--- config.mk ---
export PLATFORM = sky130hd
export DESIGN_NAME = dsp_addsub_seq_flat
export DESIGN_NICKNAME = d
export VERILOG_FILES = /design/src/rtl/dsp_addsub_seq_if.sv /design/src/rtl/dsp_addsub_seq.sv /design/src/flat_wrapper.sv
export SDC_FILE = /design/constraint.sdc
export NUM_CORES = 1
export LEC_CHECK = 0
export ABC_AREA = 0
export CAP_MARGIN = 40
export CELL_PAD_IN_SITES_DETAIL_PLACEMENT = 0
export CELL_PAD_IN_SITES_GLOBAL_PLACEMENT = 1
export CORE_UTILIZATION = 41
export DETAILED_ROUTE_END_ITERATION = 10
export PLACE_DENSITY = 0.86
export SKIP_CTS_REPAIR_TIMING = 1
export SYNTH_ARGS = -nofsm -noshare
export SYNTH_HDL_FRONTEND = slang
export SYNTH_SLANG_ARGS = --single-unit
--- constraint.sdc ---
create_clock -name clk -period 3.8 [get_ports clk]
set_input_delay 0.57 -clock clk [delete_from_list [all_inputs] [get_ports clk]]
set_output_delay 0.57 -clock clk [all_outputs]
set_load 0.02 [all_outputs]
--- src/rtl/dsp_addsub_seq_if.sv ---
// Handshake bundle for dsp_addsub_seq: operand side and result side.
// master drives operands and out_ready; slave is the arithmetic unit.
interface dsp_addsub_seq_if #(
   parameter int WIDTH = 32
);
   logic             in_valid;
   logic             in_ready;
   logic [1:0]       op;
   logic [WIDTH-1:0] a;
   logic [WIDTH-1:0] b;
   logic             out_valid;
   logic             out_ready;
   logic [WIDTH-1:0] result;
   logic             carry;
   logic             ovf;
   logic             zero;

   modport master (
      output in_valid, op, a, b, out_ready,
      input  in_ready, out_valid, result, carry, ovf, zero
   );

   modport slave (
      input  in_valid, op, a, b, out_ready,
      output in_ready, out_valid, result, carry, ovf, zero
   );
endinterface

--- src/rtl/dsp_addsub_seq.sv ---
// Sliced add/sub/accumulate unit, SLICE bits per cycle, registered carry.
// Define ADDSUB_SAT_EN to clamp overflowing ADD/SUB/ACC results.
module dsp_addsub_seq #(
   parameter int WIDTH = 32,
   parameter int SLICE = 16
) (
   input logic               clk,
   input logic               rst_n,
   dsp_addsub_seq_if.slave   bus
);
   localparam int NSLICE = WIDTH / SLICE;
   localparam int CW = (NSLICE > 1) ? $clog2(NSLICE) : 1;

   localparam logic [1:0] OP_ADD  = 2'b00;
   localparam logic [1:0] OP_SUB  = 2'b01;
   localparam logic [1:0] OP_ACC  = 2'b10;
   localparam logic [1:0] OP_LOAD = 2'b11;

   typedef enum logic [1:0] {IDLE, BUSY, DONE} state_e;

   state_e           state_q, state_d;
   logic [CW-1:0]    cnt_q, cnt_d;
   logic             c_q, c_d;
   logic             z_q, z_d;
   logic [1:0]       op_q, op_d;
   logic [WIDTH-1:0] x_q, x_d;
   logic [WIDTH-1:0] y_q, y_d;
   logic [WIDTH-1:0] res_q, res_d;
   logic [WIDTH-1:0] acc_q, acc_d;
   logic             carry_q, carry_d;
   logic             ovf_q, ovf_d;
   logic             zero_q, zero_d;

   logic [SLICE-1:0] xs, ys;
   logic [SLICE:0]   sum;
   logic             last;
   int               idx;

   assign bus.in_ready  = (state_q == IDLE);
   assign bus.out_valid = (state_q == DONE);
   assign bus.result    = res_q;
   assign bus.carry     = carry_q;
   assign bus.ovf       = ovf_q;
   assign bus.zero      = zero_q;

   // Next state: operand latch, one slice per BUSY cycle, flags on the last slice.
   always_comb begin
      state_d = state_q;
      cnt_d   = cnt_q;
      c_d     = c_q;
      z_d     = z_q;
      op_d    = op_q;
      x_d     = x_q;
      y_d     = y_q;
      res_d   = res_q;
      acc_d   = acc_q;
      carry_d = carry_q;
      ovf_d   = ovf_q;
      zero_d  = zero_q;

      idx  = int'(cnt_q) * SLICE;
      xs   = x_q[idx +: SLICE];
      ys   = y_q[idx +: SLICE];
      sum  = {1'b0, xs} + {1'b0, ys} + {{SLICE{1'b0}}, c_q};
      last = (cnt_q == CW'(NSLICE - 1));

      unique case (state_q)
         IDLE: begin
            if (bus.in_valid) begin
               state_d = BUSY;
               cnt_d   = '0;
               z_d     = 1'b1;
               op_d    = bus.op;
               c_d     = (bus.op == OP_SUB);
               unique case (bus.op)
                  OP_ADD:  begin x_d = bus.a;  y_d = bus.b;  end
                  OP_SUB:  begin x_d = bus.a;  y_d = ~bus.b; end
                  OP_ACC:  begin x_d = acc_q;  y_d = bus.a;  end
                  OP_LOAD: begin x_d = '0;     y_d = bus.a;  end
                  default: begin x_d = '0;     y_d = '0;     end
               endcase
            end
         end
         BUSY: begin
            res_d[idx +: SLICE] = sum[SLICE-1:0];
            c_d   = sum[SLICE];
            z_d   = z_q & (sum[SLICE-1:0] == '0);
            cnt_d = cnt_q + 1'b1;
            if (last) begin
               state_d = DONE;
               cnt_d   = '0;
               carry_d = sum[SLICE];
               ovf_d   = (xs[SLICE-1] == ys[SLICE-1]) &&
                         (sum[SLICE-1] != xs[SLICE-1]);
               zero_d  = z_d;
`ifdef ADDSUB_SAT_EN
               // LOAD adds to zero and can never overflow, so no op gate.
               if (ovf_d)
                  res_d = xs[SLICE-1] ? {1'b1, {(WIDTH-1){1'b0}}}
                                      : {1'b0, {(WIDTH-1){1'b1}}};
`endif
               if (op_q[1])
                  acc_d = res_d;
            end
         end
         DONE: begin
            if (bus.out_ready)
               state_d = IDLE;
         end
         default: state_d = IDLE;
      endcase
   end

   // State and datapath registers; reset aborts any in-flight operation.
   always_ff @(posedge clk or negedge rst_n) begin
      if (!rst_n) begin
         state_q <= IDLE;
         cnt_q   <= '0;
         c_q     <= 1'b0;
         z_q     <= 1'b0;
         op_q    <= OP_ADD;
         x_q     <= '0;
         y_q     <= '0;
         res_q   <= '0;
         acc_q   <= '0;
         carry_q <= 1'b0;
         ovf_q   <= 1'b0;
         zero_q  <= 1'b0;
      end else begin
         state_q <= state_d;
         cnt_q   <= cnt_d;
         c_q     <= c_d;
         z_q     <= z_d;
         op_q    <= op_d;
         x_q     <= x_d;
         y_q     <= y_d;
         res_q   <= res_d;
         acc_q   <= acc_d;
         carry_q <= carry_d;
         ovf_q   <= ovf_d;
         zero_q  <= zero_d;
      end
   end
endmodule

--- src/flat_wrapper.sv ---
// flat-port wrapper written by rule: the top's interface ports become plain ports
module dsp_addsub_seq_flat 
#(
   parameter int WIDTH = 32,
   parameter int SLICE = 16
)
  (clk, rst_n, bus_in_valid, bus_op, bus_a, bus_b, bus_out_ready, bus_in_ready, bus_out_valid, bus_result, bus_carry, bus_ovf, bus_zero);
  dsp_addsub_seq_if #(.WIDTH(WIDTH)) bus_i ();
  input logic clk;
  input logic rst_n;
  input wire logic [$bits(bus_i.in_valid)-1:0] bus_in_valid;
  input wire logic [$bits(bus_i.op)-1:0] bus_op;
  input wire logic [$bits(bus_i.a)-1:0] bus_a;
  input wire logic [$bits(bus_i.b)-1:0] bus_b;
  input wire logic [$bits(bus_i.out_ready)-1:0] bus_out_ready;
  output wire logic [$bits(bus_i.in_ready)-1:0] bus_in_ready;
  output wire logic [$bits(bus_i.out_valid)-1:0] bus_out_valid;
  output wire logic [$bits(bus_i.result)-1:0] bus_result;
  output wire logic [$bits(bus_i.carry)-1:0] bus_carry;
  output wire logic [$bits(bus_i.ovf)-1:0] bus_ovf;
  output wire logic [$bits(bus_i.zero)-1:0] bus_zero;
  assign bus_i.in_valid = bus_in_valid;
  assign bus_i.op = bus_op;
  assign bus_i.a = bus_a;
  assign bus_i.b = bus_b;
  assign bus_i.out_ready = bus_out_ready;
  assign bus_in_ready = bus_i.in_ready;
  assign bus_out_valid = bus_i.out_valid;
  assign bus_result = bus_i.result;
  assign bus_carry = bus_i.carry;
  assign bus_ovf = bus_i.ovf;
  assign bus_zero = bus_i.zero;
  dsp_addsub_seq #(.WIDTH(WIDTH), .SLICE(SLICE)) u_core (.clk(clk), .rst_n(rst_n), .bus(bus_i));
endmodule
==> metrics <==
status complete, no violations; clk_skew 0.00788 ns; DRC 0; Worst-Margin Slew 0.832 ns; share of layout cells above drive strength 1 12.1%; syn_nets 870; CP Data Arrival Time 3.86 ns; port buffer count 106; final critical-path required period 3.51 ns; Initial Utilization 42.4%; Clock Latency Late Sink 0.42 ns; Fin Hold WS 0.223 ns; core footprint 16800 um2; Worst-path clk slew 0.06 ns; Fillers 1570; reg2reg start u_core.cnt_q$_DFFE_PN0P_; TritonCTS buffer count 17; Mapped Cells 783; Sink Count 137; synth cell count leaders nand2_1, dfrtp_1, o21ai_0, a21oi_1, nor2_1; Slew Viols, Final 0; grt ovf 0; Setup CP Type reg2reg; HP Class in2async; R2R Path End u_core.bus.zero$_DFFE_PN0P_; final worst-path cycle share 92.4%; drt first pass iters 4; Final WS setup 0.289 ns; first-pass GRT wire length 30.4 mm; number of placement rows 47; Worst VDD drop 0.600 mV; Final Hold Fails 0; initial antenna violation count 0; R2R Setup Slk 0.29 ns; Detailed Place HPWL 13.1 mm; Avg Cell Area, Syn 9.07 um2; synth unique cells 49; Fmax 285 MHz; largest net degree at the start of global routing 89; area grow syn2layout 27.6%; Final Util 54.1%; number of flops mapped to enable cells by yosys 0; Routed WL 18.4 mm; Worst Path Required 4.15 ns; Most used DFF post-synth dfrtp_1; WL/cell 16.6 um; max cap viols 0; RSZ-0062 raised after global routing no; FF+latch count, synth 137; Max-slew headroom 44.6%; P_leak 3.94 nW; Die X 134 um; I/O Pins 107; final net count 964; post-synthesis sequential area ratio 48.3%; pre-CTS WS 0.317 ns; CTS tree yes; die area 17900 um2; startpoint types flip-flop; ANT nets after route 0; GRT Resource Usage Total 22.2%; most common cell in the netlist nand2_1; Yosys Warn Count 0; P per Cell Area 967 nW/um2; post-synth top area cell dfrtp_1; Reg2Reg Depth 11; CP Max Fanout 5; Detailed Route Iter0 Violations 277; clock root buffer master clkbuf_16; Placer Congestion 0.833; ys async rst share 100%; vias in the first global route 5833; CP endpoint kind flip-flop; Synth area leaders dfrtp_1, nand2_1, o21ai_0, a21oi_1, mux2_2; clock buffer depth 2; share of the synthesized area in the top cell type 48.3%; CTS H-tree depth 4; post-synth design cell area 7100 um2; Inserted Diodes 0; Vias/cell 5.11; Vias 5669; final setup vio count 0; Die Height 134 um; Final TNS setup 0 ns
-- critical path: stages (launching register included) --
cell and delay, ns:
dfrtp_1 0.43, mux2_2 0.37, fa_1 0.45, fa_1 0.45, a211oi_2 0.30, o21bai_1 0.17
a2111oi_2 0.37, nor3_1 0.14, xnor2_2 0.20, and4b_1 0.26, nand4_1 0.13, o21ai_1 0.15
-- state kept, by name (all words and copies together), names as in the netlist --
register,count
u_core.c_q,1
u_core.cnt_q,1
u_core.op_q,1
u_core.bus.carry,1
u_core.acc_q,32
u_core.bus.result,32
u_core.state_q,2
u_core.bus.zero,1
u_core.bus.ovf,1
u_core.x_q,32
u_core.y_q,32
u_core.z_q,1
-- metal layers --
layer  global-route usage [%]  share of wire (%)  vias to the layer above  routed length, um
met1                     26.8                 44                     2705               8090
met2                     39.8                 51                       87               9460
li1                         -                  -                     2856                  -
met4                     6.69                1.7                        0                318
met5                        0                  0                        -                  0
met3                     4.41                3.0                       21                545
-- power by group --
group          total [W]  switching (W)  internal (W)
sequential       0.00260       0.000463       0.00214
clock            0.00171       0.000630       0.00108
combinational    0.00444        0.00249       0.00195
-- cell usage in the layout (no fill, tap or decap), types with 13 or more instances in the layout --
master           netlist  final
buf_4                  0     17
nand4_1               13     13
nor2_1                52     52
mux2_2                37     37
nand2_1              154    153
xnor2_1               38     38
clkbuf_16              0     17
dfrtp_1              137    137
ha_1                  15     15
a21oi_1               86     86
nor2b_1               34     33
clkdlybuf4s50_1        0    103
o21ai_0              102    102
-- layout make-up --
type	count	area (um2)	area share, %
multi-input combinational	590	3470	38.3
timing repair buffer	128	1260	13.9
clock buffer	21	470	5.19
tap	220	275	3.04
sequential	137	3430	37.8
inverter	3	11.3	0.124
clock inverter	11	145	1.60
-- cells by family after synthesis --
family | after synthesis | share of synthesized area [%]
adders and majority gates | 17 | 3.21
and+or+nand+nor | 276 | 17.5
muxes | 37 | 5.87
AOI/OAI and AO/OA | 214 | 16.1
xor gates and xnor gates | 46 | 5.99
DFF | 137 | 48.3
buffers and inverters | 56 | 3.03
-- worst max-delay path by stage --
stage	cells past startpoint	endpoint	slack, ns	startpoint
3_5_place_dp	11	u_core.bus.zero$_DFFE_PN0P_	0.32	u_core.cnt_q$_DFFE_PN0P_
3_3_place_gp	11	u_core.bus.zero$_DFFE_PN0P_	0.32	u_core.cnt_q$_DFFE_PN0P_
4_1_cts	11	u_core.bus.zero$_DFFE_PN0P_	0.25	u_core.cnt_q$_DFFE_PN0P_
5_1_grt	11	u_core.bus.zero$_DFFE_PN0P_	0.04	u_core.cnt_q$_DFFE_PN0P_
6_report	11	u_core.bus.zero$_DFFE_PN0P_	0.29	u_core.cnt_q$_DFFE_PN0P_
2_1_floorplan	12	u_core.bus.zero$_DFFE_PN0P_	0.34	u_core.cnt_q$_DFFE_PN0P_
-- metrics by stage --
step / total power [W] / std cells / instance area, um2
2_1_floorplan: 0.00536 / 783 / 7100
3_3_place_gp: 0.00700 / 1076 / 8410
3_5_place_dp: 0.00707 / 1078 / 8440
4_1_cts: 0.00882 / 1110 / 9060
5_1_grt: 0.00943 / 1110 / 9060
6_report: 0.00876 / 1110 / 9060
No activity file was read; power rests on OpenSTA's default activity.
